[src/rtl/seq_edge_8b_level_rebuild.sv]
// Level rebuilder: accumulates per-bit transition vectors into a level
// register and hands each rebuilt level to a 2-entry valid/ready queue.
// A saturating counter tracks the total number of accepted toggled bits.
module seq_edge_8b_level_rebuild #(
  parameter int NBITS = 8,
  parameter int CNT_W = 16
) (
  input  logic             clk,
  input  logic             rst_n,
  input  logic             in_val,
  output logic             in_rdy,
  input  logic [NBITS-1:0] in_edges,
  input  logic             load_en,
  input  logic [NBITS-1:0] load_val,
  output logic             out_val,
  input  logic             out_rdy,
  output logic [NBITS-1:0] out,
  output logic [CNT_W-1:0] toggle_cnt
);

  // Level register and queue storage (head = q_head, second = q_tail)
  logic [NBITS-1:0] lvl;
  logic [NBITS-1:0] q_head;
  logic [NBITS-1:0] q_tail;
  logic [1:0]       q_count;

  logic             fire_in;
  logic             fire_out;
  logic [NBITS-1:0] base_lvl;
  logic [NBITS-1:0] next_lvl;
  logic [CNT_W:0]   pop_cnt;
  logic [CNT_W:0]   cnt_sum;
  logic [CNT_W-1:0] cnt_next;

  // Handshakes: in_rdy depends only on reset and occupancy, never on out_rdy
  always_comb begin
    in_rdy   = rst_n & (q_count < 2'd2);
    out_val  = (q_count != 2'd0);
    out      = q_head;
    fire_in  = in_val & in_rdy;
    fire_out = out_val & out_rdy;
  end

  // New level: apply the toggles on top of either the baseline or the held level
  always_comb begin
    base_lvl = load_en ? load_val : lvl;
    next_lvl = base_lvl ^ in_edges;
  end

  // Popcount of the transition vector, one bit wider than the counter so the
  // sum below cannot wrap before saturation is applied
  always_comb begin
    pop_cnt = '0;
    for (int i = 0; i < NBITS; i++) begin
      pop_cnt = pop_cnt + {{CNT_W{1'b0}}, in_edges[i]};
    end
  end

  // Next toggle count: a load restarts counting, otherwise add and clamp
  always_comb begin
    cnt_sum  = {1'b0, toggle_cnt} + pop_cnt;
    cnt_next = toggle_cnt;
    if (load_en) begin
      cnt_next = fire_in ? pop_cnt[CNT_W-1:0] : '0;
    end else if (fire_in) begin
      cnt_next = cnt_sum[CNT_W] ? {CNT_W{1'b1}} : cnt_sum[CNT_W-1:0];
    end
  end

  // Level register: accepted vectors and baseline loads update it
  always_ff @(posedge clk or negedge rst_n) begin
    if (!rst_n) begin
      lvl <= '0;
    end else if (fire_in) begin
      lvl <= next_lvl;
    end else if (load_en) begin
      lvl <= load_val;
    end
  end

  // Two-entry FIFO; a load never disturbs entries already queued
  always_ff @(posedge clk or negedge rst_n) begin
    if (!rst_n) begin
      q_head  <= '0;
      q_tail  <= '0;
      q_count <= 2'd0;
    end else begin
      case ({fire_in, fire_out})
        2'b10: begin
          if (q_count == 2'd0) begin
            q_head <= next_lvl;
          end else begin
            q_tail <= next_lvl;
          end
          q_count <= q_count + 2'd1;
        end
        2'b01: begin
          q_head  <= q_tail;
          q_count <= q_count - 2'd1;
        end
        2'b11: begin
          // Push while popping is only possible at one entry: the new value
          // replaces the departing head and occupancy stays the same
          q_head <= next_lvl;
        end
        default: begin
        end
      endcase
    end
  end

  // Toggle counter register
  always_ff @(posedge clk or negedge rst_n) begin
    if (!rst_n) begin
      toggle_cnt <= '0;
    end else begin
      toggle_cnt <= cnt_next;
    end
  end

endmodule

[config.mk]
export PLATFORM = sky130hd
export DESIGN_NAME = seq_edge_8b_level_rebuild
export DESIGN_NICKNAME = d
export VERILOG_FILES = /design/src/rtl/seq_edge_8b_level_rebuild.sv
export SDC_FILE = /design/constraint.sdc
export NUM_CORES = 1
export LEC_CHECK = 0
export CORE_MARGIN = 2
export CORE_UTILIZATION = 25
export CTS_BUF_LIST = sky130_fd_sc_hd__clkbuf_2
export DETAILED_ROUTE_END_ITERATION = 10
export GPL_TIMING_DRIVEN = 0
export PLACE_DENSITY_LB_ADDON = 0.3
export SLEW_MARGIN = 20
export SYNTH_ARGS = -nofsm -noshare
export SYNTH_HDL_FRONTEND = slang
export SYNTH_SLANG_ARGS = --single-unit
[constraint.sdc]
create_clock -name clk -period 2.9 [get_ports clk]
set_input_delay 0.29 -clock clk [delete_from_list [all_inputs] [get_ports clk]]
set_output_delay 0.29 -clock clk [all_outputs]
set_load 0.005 [all_outputs]
==> impl_metrics.yaml, run 1 <==
floorplan:
  ios: 47
  core_area_sq_um: 9680
  die_h_microns: 104
  fp-row-count: 36
  die_area_sq_um: 10700
  die_w_microns: 104
  initial_core_util_pct: 25.6
sta:
  fin_crit_sh_pct: 134
  slew_violations: 0
  period_needed_ns: 3.90
  worst_pin_slew_ns: 0.581
  holdWs_ns: 0.0910
  maxSlewHeadroom_pct: 61.3
  finClkSkew_ns: 0.0251
  setup_tns_ns: -14.87
  rsz0062_at_grt: "true"
  layout_setup_ws_ns: -0.998
  setup_viol: 16
  hold_violations: 0
  fmax_mhz: 257
final_layout:
  final_util_pct: 36.4
  drive_gt1_share_pct: 21.8
  finalNetCount: 355
  fin_cells: 454
  syn_to_final_growth_pct: 42.3
  diodes: 0
yosys:
  synth_largest_area_cell: "dfrtp_1"
  yosys_warnings: 0
  synth_top_area_share_pct: 42.4
  synth.distinct_cells: 46
  synth_seq_area_share_pct: 42.4
  synth_edf_count: 0
  syn_nets: 285
  ys_ff_latch: 42
  syn_inst: 250
  avgSynthCellArea_sq_um: 9.92
  synth_area_leaders: "dfrtp_1, xor2_1, ha_1"
  synth.most_common_cell: "dfrtp_1"
  async_reset_ff_share_pct: 100
  synth_top_cells_by_count: "dfrtp_1, nand2_1, inv_1"
  synth_area_sq_um: 2480
  synth_flop_cell: "dfrtp_1"
global_routing:
  grt_max_degree: 26
  grt-ovfl-total: 0
  grt_pass1_wl_mm: 10.3
  grt_usage_pct: 11.9
  antenna_found_initial: 0
  grt_pass1_vias: 2009
drt:
  vias: 2028
  avgRoutedWirePerCell_microns: 13.8
  wirelength_mm: 6.29
  ant_nets: 0
  first_iter_violations: 59
  drc: 0
  firstDrtPassIters: 4
  vias_per_cell: 4.47
run_status:
  outcome: "finished with violations"
  violations: "negative setup slack"
critical_path:
  cpMostUsedCell: "fa_1"
  worst_path_largest_cell_delay_ns: 0.55
  cp_slowest_cell: "fa_2"
  worstPathCellList: "buf_8, inv_4, fa_1, fa_1, fa_1, inv_2, ha_4, fa_2, inv_2, fa_2, nand2b_4, a2111oi_4, nand2_2, buf_8, a311oi_2, a31o_1"
  crit_family: "adder cells"
  critPathLaunchType: "primary input"
  path_class: "in -> reg"
  critPathBufInv: 5
  critPathArrivalTime_ns: 4.29
  path_depth: 16
  endpoint_kind: "flip-flop"
  crit_fanout: 5
  critPathRequiredTime_ns: 3.29
  r2r_cells: 9
cts:
  cts_made_buffers: 5
  cts.htree.levels: 2
  clock_path_buffers: 2
  cts_tree: "done"
  clk_latency_ns: 0.43
  clk_pin_slew_ns: 0.24
  cts_root_buffer: "clkbuf_2"
  cts_sinks: 42
power:
  power_leakage_nw: 1.52
  p_int_w: 0.00145
  p_sw_w: 0.000785
  ir_drop_mv: 0.194
  power.density_nw_per_um2: 634
  pwr-share-seq_pct: 37.3
  power_frac_comb_pct: 42.4
  power_switching_share_pct: 35.1
  pwr-share-clk_pct: 20.3
placed_design:
  place.gp.congestion: 0.765
  portBuffers: 45
  place_hpwl_mm: 4.41
  dp.cells: 429
run:
  maxCapViolations: 0
hold_path:
  whs_path_depth: 3
  hold_path_class: "in -> reg"
placed cells by master, fill, tap and decap left out, types with 3 or more instances in the layout:
| master | n |
|---|---|
| nor2_1 | 16 |
| xnor2_1 | 9 |
| inv_2 | 3 |
| o21ai_0 | 14 |
| o21ai_1 | 3 |
| dfrtp_1 | 42 |
| a31oi_1 | 4 |
| and4_1 | 3 |
| nand4_1 | 3 |
| a31o_1 | 3 |
| buf_6 | 7 |
| buf_2 | 3 |
| ha_1 | 6 |
| a21oi_1 | 16 |
| inv_1 | 13 |
| xor2_1 | 12 |
| nand2_1 | 27 |
| buf_4 | 12 |
| a311oi_2 | 3 |
| fa_1 | 3 |
| clkdlybuf4s50_1 | 40 |
| clkbuf_2 | 6 |
| o21bai_1 | 5 |
| mux2i_1 | 8 |
| clkbuf_1 | 5 |
layout make-up:
cell class,count,area [sq um]
Multi-Input combinational cell,177,1420
Fill cell,1012,6150
Clock inverter,3,68.8
Inverter,20,93.8
Buffer,10,56.3
Clock buffer,5,25.0
Sequential cell,42,1050
Timing Repair Buffer,64,644
Tap cell,133,166
worst register-to-register path, stage by stage (launching register included):
cell and delay, ns:
dfrtp_1 0.44, ha_1 0.19, inv_1 0.06, fa_2 0.38, nand2b_4 0.17, a2111oi_4 0.40
nand2_2 0.11, buf_8 0.15, a311oi_2 0.24, a31o_1 0.14
state kept, by name (all words and copies together), names as in the netlist:
signal,cells
q_tail,8
q_count,2
toggle_cnt,16
lvl,8
out,8
through the flow:
stage          area (sq um)  setup WS (ns)  total power, W
2_1_floorplan          2530          -1.17         0.00137
3_3_place_gp           3140          -2.14         0.00168
3_5_place_dp           3160          -2.14         0.00170
4_1_cts                3430          -1.00         0.00222
5_1_grt                3530          -1.11         0.00241
6_report               3530         -0.998         0.00224
routing by layer:
layer | wire (microns) | track usage, % | vias to the layer above
li1 | - | - | 1000
met1 | 2930 | 15.8 | 982
met2 | 3020 | 19.8 | 40
met3 | 282 | 2.83 | 6
met4 | 55 | 2.61 | 0
met5 | 0 | 0 | -
cells by family after synthesis:
| kind of cell | after synthesis | share of synthesized area [%] |
|---|---|---|
| compound gates | 65 | 17.5 |
| xor+xnor | 22 | 7.77 |
| fa+ha+maj | 14 | 8.57 |
| buf+inv | 31 | 5.60 |
| flops | 42 | 42.4 |
| mux | 8 | 3.23 |
| simple gates | 68 | 15.0 |
final timing paths:
kind / from / to / slack, ns
setup / recovery: in_edges[1] / toggle_cnt[2]$_DFFE_PN0P_ / -1.0
hold / removal: in_edges[0] / lvl[0]$_DFF_PN0_ / 0.09
setup reg to reg: toggle_cnt[0]$_DFFE_PN0P_ / toggle_cnt[2]$_DFFE_PN0P_ / 0.62
hold reg to reg: out[1]$_DFFE_PN0P_ / out[1]$_DFFE_PN0P_ / 0.52
max in group asynchronous: rst_n / out[2]$_DFFE_PN0P_ / 2.09
min in group asynchronous: rst_n / q_tail[2]$_DFFE_PN0P_ / 0.30
power groups by stage:
stage	Sequential, W	Combinational (W)	Clock [W]
finish	0.000836	0.000948	0.000455
global route	0.000859	0.00106	0.000489
CTS	0.000837	0.000907	0.000471
detailed placement	0.000848	0.000853	0
global placement	0.000841	0.000839	0
floorplan	0.000839	0.000527	0
timing repair:
action | 4_1_cts | 5_1_grt
gates resized for setup | 31 | 18
setup endpoints to repair | 16 | 24
hold buffers | 1 | 0
setup buffers | 12 | 5
pin swaps | 18 | 17
hold endpoints to repair | 17 | 0
(Power assumes the default switching activity.)
==> inputs of run 2 (changes only) <==
Settings changed: REMOVE_ABC_BUFFERS set to 1.
==> impl_metrics.yaml, run 2 (synthesis results as in run 1) <==
placed_design:
  place.gp.congestion: 0.746
  portBuffers: 46
  place_hpwl_mm: 3.96
final_layout:
  layout_commonest_cell: "dfrtp_1"
  diodes: 0
  finalNetCount: 343
  final_util_pct: 34.7
  drive_gt1_share_pct: 18.1
  largest_register_ffs: 16
  mostFrequentLayoutCells: "dfrtp_1, clkdlybuf4s50_1, nand2_1"
  syn_to_final_growth_pct: 35.2
  largest-register: "toggle_cnt"
power:
  power_leakage_nw: 1.46
  power_w: 0.00205
  power.density_nw_per_um2: 611
  ir_drop_mv: 0.215
sta:
  rsz0062_at_grt: "true"
  fin_crit_sh_pct: 132
  maxSlewHeadroom_pct: 51.6
  worst_pin_slew_ns: 0.726
  setup_viol: 16
  layout_setup_ws_ns: -0.922
  finClkSkew_ns: 0.0226
  hold_violations: 0
  period_needed_ns: 3.82
  fmax_mhz: 262
  slew_violations: 0
critical_path:
  critPathRequiredTime_ns: 3.21
  path_class: "in -> reg"
  startpoint: "in_edges[0]"
  crit_fanout: 5
  r2r-end: "toggle_cnt[3]$_DFFE_PN0P_"
  reg2reg_slack_ns: 0.69
  endpoint_kind: "flip-flop"
  r2r_cells: 8
  r2r-start: "toggle_cnt[0]$_DFFE_PN0P_"
  endpoint: "toggle_cnt[9]$_DFFE_PN0P_"
  critPathArrivalTime_ns: 4.13
  critPathLaunchType: "primary input"
cts:
  cts.htree.levels: 2
  cts_tree: "done"
  cts_root_buffer: "clkbuf_2"
  cts_sinks: 42
  clk_pin_slew_ns: 0.24
  cts_made_buffers: 5
  clk_latency_ns: 0.41
  clock_path_buffers: 2
drt:
  wirelength_mm: 5.72
  first_iter_violations: 63
  ant_nets: 0
  vias: 1958
  avgRoutedWirePerCell_microns: 12.9
  vias_per_cell: 4.43
  drc: 0
  firstDrtPassIters: 4
run_status:
  outcome: "finished with violations"
  violations: "negative setup slack"
floorplan:
  fp-row-count: 36
  ios: 47
  core_area_sq_um: 9680
  die_w_microns: 104
  initial_core_util_pct: 25.6
  die_area_sq_um: 10700
  die_h_microns: 104
global_routing:
  grt-ovfl-total: 0
  grt_pass1_vias: 1969
  grt_usage_pct: 10.8
  grt_pass1_wl_mm: 9.45
  grt_max_degree: 29
  antenna_found_initial: 0
hold_path:
  hold_path_class: "in -> reg"
  whs_path_depth: 3
run:
  maxCapViolations: 0
run 2: changes by cell type in the layout (fill, tap and decap cells not counted), sizes merged:
cell	before	now
bufinv	2	1
buf	26	19
clkinv	2	1
clkbuf	11	7
dlymetal6s2s	1	0
clkinvlp	0	1
clkdlybuf4s50	40	41
run 2: worst min-delay path by stage:
stage	from	endpoint	slack (ns)
6_report	in_edges[1]	lvl[1]$_DFF_PN0_	0.09
5_1_grt	in_edges[1]	lvl[1]$_DFF_PN0_	0.05
4_1_cts	in_edges[1]	lvl[1]$_DFF_PN0_	0.06
3_5_place_dp	rst_n	out[7]$_DFFE_PN0P_	0.37
3_3_place_gp	q_tail[2]$_DFFE_PN0P_	q_tail[2]$_DFFE_PN0P_	0.46
2_1_floorplan	rst_n	lvl[0]$_DFF_PN0_	-0.006
run 2: worst max-delay path, stage by stage:
cell     delay, ns
buf_8         0.08
inv_4         0.03
fa_1          0.56
fa_1          0.43
fa_1          0.51
inv_2         0.05
ha_4          0.15
fa_1          0.48
buf_4         0.16
ha_1          0.26
a21o_1        0.17
a31oi_1       0.51
nor4b_4       0.12
buf_4         0.17
o21ai_1       0.11
a31oi_1       0.05
run 2: power breakdown:
group,internal (W),switching [W]
clock network,0.000149,0.000203
registers,0.000744,0.0000931
logic,0.000437,0.000423
run 2: timing repair:
| action | CTS | global route |
|---|---|---|
| pin swaps | 14 | 9 |
| buffers inserted | 12 | 2 |
| endpoints found under the hold margin | 25 | 0 |
| endpoints found under the setup margin | 16 | 22 |
| hold buffers | 1 | 0 |
| gates resized for setup | 37 | 8 |
run 2: metrics by stage:
stage                     std cells  setup WS, ns  hold slack [ns]  cell area [sq um]  TNS (ns)
final                           442        -0.922           0.0879               3360    -13.69
after floorplan                 239         -1.30         -0.00559               2420    -17.95
after CTS                       440         -1.00           0.0637               3310    -15.26
after global placement          418         -2.12            0.463               3050    -54.03
after detailed placement        419         -2.12            0.366               3060    -30.85
after global routing            442        -0.993           0.0462               3360    -15.06
run 2: metal layers:
layer,vias up,wire length [microns],global-route usage [%]
li1,976,-,-
met1,946,2630,13.3
met2,28,2800,18.3
met3,8,198,2.64
met4,0,91,4.15
met5,-,0,0
run 2: cell type report:
cell class	instances	area, sq um
Tap cell	133	166
Clock buffer	6	30.0
Multi-Input combinational cell	177	1370
Sequential cell	42	1050
Timing Repair Buffer	62	618
Inverter	20	81.3
Clock inverter	2	37.5
Fill cell	981	6330
==> inputs of run 3 (changes only) <==
Settings changed: CTS_CLUSTER_SIZE set to 14.
==> results of run 3 <==
The final DEF is identical to that of run 2; final timing and power are the same.
